### src/rtl/zhadan_jianpan.sv
// zhadan_jianpan: 4x4 matrix keypad scanner for defuse-code entry.
//
// Drives the keypad rows one at a time (active-low, one-hot) and reads the
// columns back. A full 16-bit snapshot is built over one scan frame. Presses and
// releases are only accepted after DEBOUNCE_SCANS identical frames. Frames with
// two or more keys down are treated as empty, so ghost patterns are rejected.
//
// Parameters:
//   SCAN_DIV        clk cycles each row is driven (>= 4)
//   DEBOUNCE_SCANS  consecutive matching frames to accept press/release (2..15)
//
// Ports:
//   clk        system clock, rising edge
//   rst_n      asynchronous active-low reset
//   row        row drive, active-low one-hot (row[i]=0 selects row i)
//   col        column sense, active-low, asynchronous to clk
//   key_code   last accepted key, row_index*4 + col_index
//   key_valid  one-cycle pulse on acceptance of a press
//   key_held   high from press acceptance until release acceptance
module zhadan_jianpan #(
    parameter int unsigned SCAN_DIV       = 2500,
    parameter int unsigned DEBOUNCE_SCANS = 4
) (
    input  logic       clk,
    input  logic       rst_n,
    output logic [3:0] row,
    input  logic [3:0] col,
    output logic [3:0] key_code,
    output logic       key_valid,
    output logic       key_held
);

    localparam int unsigned    DivW     = (SCAN_DIV > 1) ? $clog2(SCAN_DIV) : 1;
    localparam logic [DivW-1:0] DivMax  = DivW'(SCAN_DIV - 1);
    localparam logic [3:0]     DbTarget = 4'(DEBOUNCE_SCANS);

    typedef enum logic [1:0] {
        StIdle,
        StDbPress,
        StPressed,
        StDbRelease
    } state_e;

    // Column synchroniser; reset to the released (pulled-up) level.
    logic [3:0] col_meta_q, col_s_q;

    always_ff @(posedge clk or negedge rst_n) begin
        if (!rst_n) begin
            col_meta_q <= 4'hF;
            col_s_q    <= 4'hF;
        end else begin
            col_meta_q <= col;
            col_s_q    <= col_meta_q;
        end
    end

    // Row dwell divider and row index.
    logic [DivW-1:0] div_q, div_d;
    logic [1:0]      row_idx_q, row_idx_d;
    logic            tick, frame_end;

    assign tick      = (div_q == DivMax);
    assign frame_end = tick && (row_idx_q == 2'd3);

    always_comb begin
        div_d     = div_q + DivW'(1);
        row_idx_d = row_idx_q;
        if (tick) begin
            div_d     = '0;
            row_idx_d = row_idx_q + 2'd1;
        end
    end

    assign row = ~(4'b0001 << row_idx_q);

    // Snapshot: one bit per key, 1 = pressed.
    logic [15:0] snap_q, snap_d;

    always_comb begin
        snap_d = snap_q;
        if (tick) begin
            snap_d[4*row_idx_q +: 4] = ~col_s_q;
        end
    end

    // Classify the completed frame. snap_d already includes the last row, so
    // the decision is made on the same edge the row-3 sample is stored.
    logic [4:0] ones;
    logic [3:0] single_idx;
    logic       single;

    always_comb begin
        ones       = '0;
        single_idx = '0;
        for (int i = 0; i < 16; i++) begin
            if (snap_d[i]) begin
                ones       = ones + 5'd1;
                single_idx = 4'(i);
            end
        end
        single = (ones == 5'd1);
    end

    // Debounce FSM.
    state_e     state_q, state_d;
    logic [3:0] cand_q, cand_d;
    logic [3:0] cnt_q, cnt_d;
    logic [3:0] code_q, code_d;
    logic       held_q, held_d;
    logic       valid_q, valid_d;
    logic [3:0] cnt_inc;
    logic       match;

    assign cnt_inc = cnt_q + 4'd1;
    assign match   = single && (single_idx == cand_q);

    always_comb begin
        state_d = state_q;
        cand_d  = cand_q;
        cnt_d   = cnt_q;
        code_d  = code_q;
        held_d  = held_q;
        valid_d = 1'b0;
        if (frame_end) begin
            unique case (state_q)
                StIdle: begin
                    if (single) begin
                        cand_d  = single_idx;
                        cnt_d   = 4'd1;
                        state_d = StDbPress;
                    end
                end
                StDbPress: begin
                    if (match) begin
                        cnt_d = cnt_inc;
                        if (cnt_inc == DbTarget) begin
                            state_d = StPressed;
                            cnt_d   = '0;
                            code_d  = cand_q;
                            held_d  = 1'b1;
                            valid_d = 1'b1;
                        end
                    end else begin
                        state_d = StIdle;
                        cnt_d   = '0;
                    end
                end
                StPressed: begin
                    if (!match) begin
                        state_d = StDbRelease;
                        cnt_d   = 4'd1;
                    end
                end
                StDbRelease: begin
                    if (match) begin
                        state_d = StPressed;
                        cnt_d   = '0;
                    end else begin
                        cnt_d = cnt_inc;
                        if (cnt_inc == DbTarget) begin
                            state_d = StIdle;
                            cnt_d   = '0;
                            held_d  = 1'b0;
                        end
                    end
                end
                default: state_d = StIdle;
            endcase
        end
    end

    always_ff @(posedge clk or negedge rst_n) begin
        if (!rst_n) begin
            div_q     <= '0;
            row_idx_q <= '0;
            snap_q    <= '0;
            state_q   <= StIdle;
            cand_q    <= '0;
            cnt_q     <= '0;
            code_q    <= '0;
            held_q    <= 1'b0;
            valid_q   <= 1'b0;
        end else begin
            div_q     <= div_d;
            row_idx_q <= row_idx_d;
            snap_q    <= snap_d;
            state_q   <= state_d;
            cand_q    <= cand_d;
            cnt_q     <= cnt_d;
            code_q    <= code_d;
            held_q    <= held_d;
            valid_q   <= valid_d;
        end
    end

    assign key_code  = code_q;
    assign key_valid = valid_q;
    assign key_held  = held_q;

endmodule

### config.mk
export PLATFORM = sky130hd
export DESIGN_NAME = zhadan_jianpan
export DESIGN_NICKNAME = d
export VERILOG_FILES = /design/src/rtl/zhadan_jianpan.sv
export SDC_FILE = /design/constraint.sdc
export NUM_CORES = 1
export LEC_CHECK = 0
export CAP_MARGIN = 0
export CORE_ASPECT_RATIO = 1.4
export CORE_MARGIN = 10
export CORE_UTILIZATION = 35
export DETAILED_ROUTE_END_ITERATION = 10
export SETUP_SLACK_MARGIN = 0.2
export SYNTH_ARGS = -nofsm -noshare
export SYNTH_HDL_FRONTEND = slang
export SYNTH_SLANG_ARGS = --single-unit
### constraint.sdc
create_clock -name clk -period 29 [get_ports clk]
set_input_delay 7.25 -clock clk [delete_from_list [all_inputs] [get_ports clk]]
set_output_delay 7.25 -clock clk [all_outputs]
set_load 0.02 [all_outputs]
==> summary.md <==
| Metric | Value |
|---|---|
| Post-cts resize count | 0 |
| Setup TNS | 0 ns |
| Minimum clock period | 12.16 ns |
| RSZ-0062 raised after global routing | no |
| Slew Viols, Final | 0 |
| Starting Density | 0.3548 |
| Depth of the CTS H-tree | 2 |
| Setup Crit Path Kind | flop to flop |
| Biggest cell delay along the critical path | 0.52 ns |
| CTS tree | built |
| Placed Area | 4810 µm² |
| Worst setup EP type | flop |
| Status | complete, no violations |
| Place WS | ~17 ns |
| WL/cell | 14.62 µm |
| Ys Warns | 0 |
| Worst setup endpoint | cnt_q[0] |
| Sequential area share after synthesis | 0.2995 |
| Drt pass-1 iters | 4 |
| Post-synth EDFFs | 0 |
| Die H | 154.8 µm |
| Num rows | ~50 |
| Crit path DAT | ~12 ns |
| Core ar. | ~13000 µm² |
| Worst-margin pin slew | just over 1 ns |
| Layout cell share with drive strength beyond 1 | 0.1180 |
| Pwr per Cell Area | 28.21 nW/µm² |
| Die span in x | 116.3 µm |
| FF-to-FF setup slack | 16.84 ns |
| Vias in the first global route | 3396 |
| Hold_sp | col_meta_q[2] |
| Asr flop ratio synth | 1.000 |
| Setup violations, final | 0 |
| # diodes | 0 |
| Leakage | approximately 2.4 nW |
| Root Buffer | clkbuf_16 |
| Multi-input combinational cell area | around 3000 µm² |
| Setup Buffers After CTS | 0 |
| Mapped cell area | approximately 4500 µm² |
| Top cell by count, worst path | ha_1 |
| #FFs+latches synth | 54 |
| # DRC | 0 |
| Layout Skew | about 0.0054 ns |
| Final Hold Fails | 0 |
| Synth cell types | between 70 and 80 |
| IO Count | 16 |
| Fin area | between 4000 and 5000 µm² |
| Global placement routability congestion | approximately 0.84 |
| Area Overhead vs Synth | 8.946% |
| Rel. slew slack | 0.3035 |
| Post-CTS Hold Buffers | 0 |
| Post-Syn Instances | 493 |
| Fin util | 0.3865 |
| Post-DP HPWL | 7519 µm |
| Crit share post-route | 0.4193 |
| Global-route wire length before repair | 16150 µm |
| Commonest non-fill, non-tap cell in the layout | nand2_1 |
| FF-to-FF End | cnt_q[0] |
| Gr usage total | 0.1092 |
| Startpoint of the worst-slack reg-to-reg timing path | row_idx_q[0] |
| Total Die Area | about 18000 µm² |
| Number of routed nets with antenna violations | 0 |
| Largest net degree at the start of global routing | 55 |
| Met2 GRT Util | 0.1958 |
| CTS Buf Count | 5 |
| Layout Nets | approximately 530 |
| Syn_nets | 520 |
| Dpl cells | between 600 and 700 |
| Register area | 1361 µm² |
| Critical path's slowest cell | dfrtp_1 |
| Fill cell count | about 1.3k |
| Clock Pin Slew Worst Setup and Hold Paths | 0.07 ns |
| Worst ir drop on vdd | 0.00003473 V |
| Startpoint Class | flop |
| Main synth FF type | dfrtp_1 |
| Clock latency on the worst-skew pair | ~0.3 ns |
| Initial drt markers | ~140 |
| Setup ws final | roughly 17 ns |
| Final WL | between 9000 and 10000 µm |
| Hold Path Class | flop to flop |
| Mean Syn Cell Area | slightly above 9 µm² |
| Max Clock Freq | between 80 and 90 MHz |
| Grt ovf | 0 |
| Highest-count cells in the layout ignoring fill and taps | 57 x nand2_1, 46 x dfrtp_1, 34 x nor2_1 |
| Max-Cap Viols | 0 |
| Port bufs | 15 |
| Global routing usage on met3 | 0.01665 |
| GR peak layer | met2 |
| R2R cell count | 59 |
| Clk sink count | 54 |
| Vias | roughly 3.4k |
| Final Instance Count excl. Fillers | about 650 |
| Crit-path max FO | 15 |
| DR vias/cell | 5.276 |
| WP data required | ~29 ns |
| Met1 Resource Use GR | 0.1242 |
| Critical path startpoint | row_idx_q[0] |
| Initial antenna violation count | 0 |
| Clk buf depth | 2 |
## per-layer routing
layer | vias to the layer above | share of wire
met2 | 35 | 0.54
met1 | 1665 | 0.43
met5 | - | 0
li1 | 1734 | -
met4 | 0 | 0.019
met3 | 11 | 0.019
## cells in the mapped netlist, drive strengths merged, types with 5 or more instances
| cell type | count | area share |
|---|---|---|
| nand2 | 57 | 0.047 |
| dfrtp | 46 | 0.25 |
| inv | 34 | 0.028 |
| nor2 | 34 | 0.028 |
| xnor2 | 33 | 0.069 |
| xor2 | 26 | 0.063 |
| o21ai | 25 | 0.028 |
| ha | 21 | 0.058 |
| mux2i | 18 | 0.047 |
| a21oi | 16 | 0.018 |
| mux2 | 15 | 0.042 |
| nand3 | 15 | 0.017 |
| nand4 | 12 | 0.019 |
| and3 | 10 | 0.014 |
| buf | 10 | 0.012 |
| dfstp | 8 | 0.046 |
| nand2b | 8 | 0.011 |
| clkbuf | 7 | 0.0058 |
| nor3 | 7 | 0.0077 |
| nand3b | 6 | 0.0099 |
| o31ai | 6 | 0.0099 |
| and2 | 5 | 0.0069 |
| nor2b | 5 | 0.0069 |
| or2 | 5 | 0.0069 |
## report_power, final
part | switching, W | leakage [nW] | internal [W]
clock network | 0.0000273 | 0.0712 | 0.0000323
logic | 0.00000184 | 1.65 | 0.00000100
registers | 0.00000104 | 0.713 | 0.0000763
total | 0.0000301 | 2.43 | 0.000110
## worst max-delay path, delay by kind of cell (launching register included)
kind,cells,cell delay [ns]
AO/OA/AOI/OAI,12,2.40
XOR/XNOR,2,0.62
adder cells (fa/ha/maj),15,4.65
buffers and inverters,6,0.57
flip-flops,1,0.52
multiplexers,3,0.67
AND/OR/NAND/NOR,21,2.62
## cell families after synthesis
kind of cell,count (synthesis),share of synthesized area
simple gates,190,0.2285
compound gates,79,0.1203
xor+xnor,64,0.1572
flops,54,0.2995
buf+inv,51,0.04569
mux,33,0.08891
fa+ha+maj,22,0.06001
## through the flow
| stage | hold slack (ns) | total power [W] |
|---|---|---|
| 2_1_floorplan | 0.3452 | 0.00007910 |
| 3_3_place_gp | 0.3458 | 0.00008168 |
| 3_5_place_dp | 0.3468 | 0.00008177 |
| 4_1_cts | 0.3573 | 0.0001425 |
| 5_1_grt | 0.3614 | 0.0001462 |
| 6_report | 0.3561 | 0.0001397 |
## worst min path at each step
stage / slack, ns / endpoint / cells past startpoint
floorplan: 0.35 / col_s_q[0] / 0
CTS: 0.36 / col_s_q[2] / 0
detailed placement: 0.35 / col_s_q[2] / 0
finish: 0.36 / col_s_q[2] / 0
global route: 0.36 / col_s_q[2] / 0
global placement: 0.35 / col_s_q[1] / 0
## layout make-up
class	instances	area share
Sequential cell	54	0.2749
Inverter	34	0.02577
Timing Repair Buffer	16	0.03082
Clock buffer	6	0.02602
Clock inverter	2	0.002779
Multi-Input combinational cell	388	0.6011
Tap cell	153	0.03866
## flip-flops by register name, indices dropped and copies added (netlist names), 2 cells and up, named ones only
signal,cells
cand_q,4
cnt_q,4
col_meta_q,4
col_s_q,4
div_q,12
key_code,4
row_idx_q,2
snap_q,16
Note: power is estimated with default switching activity, not from simulation.
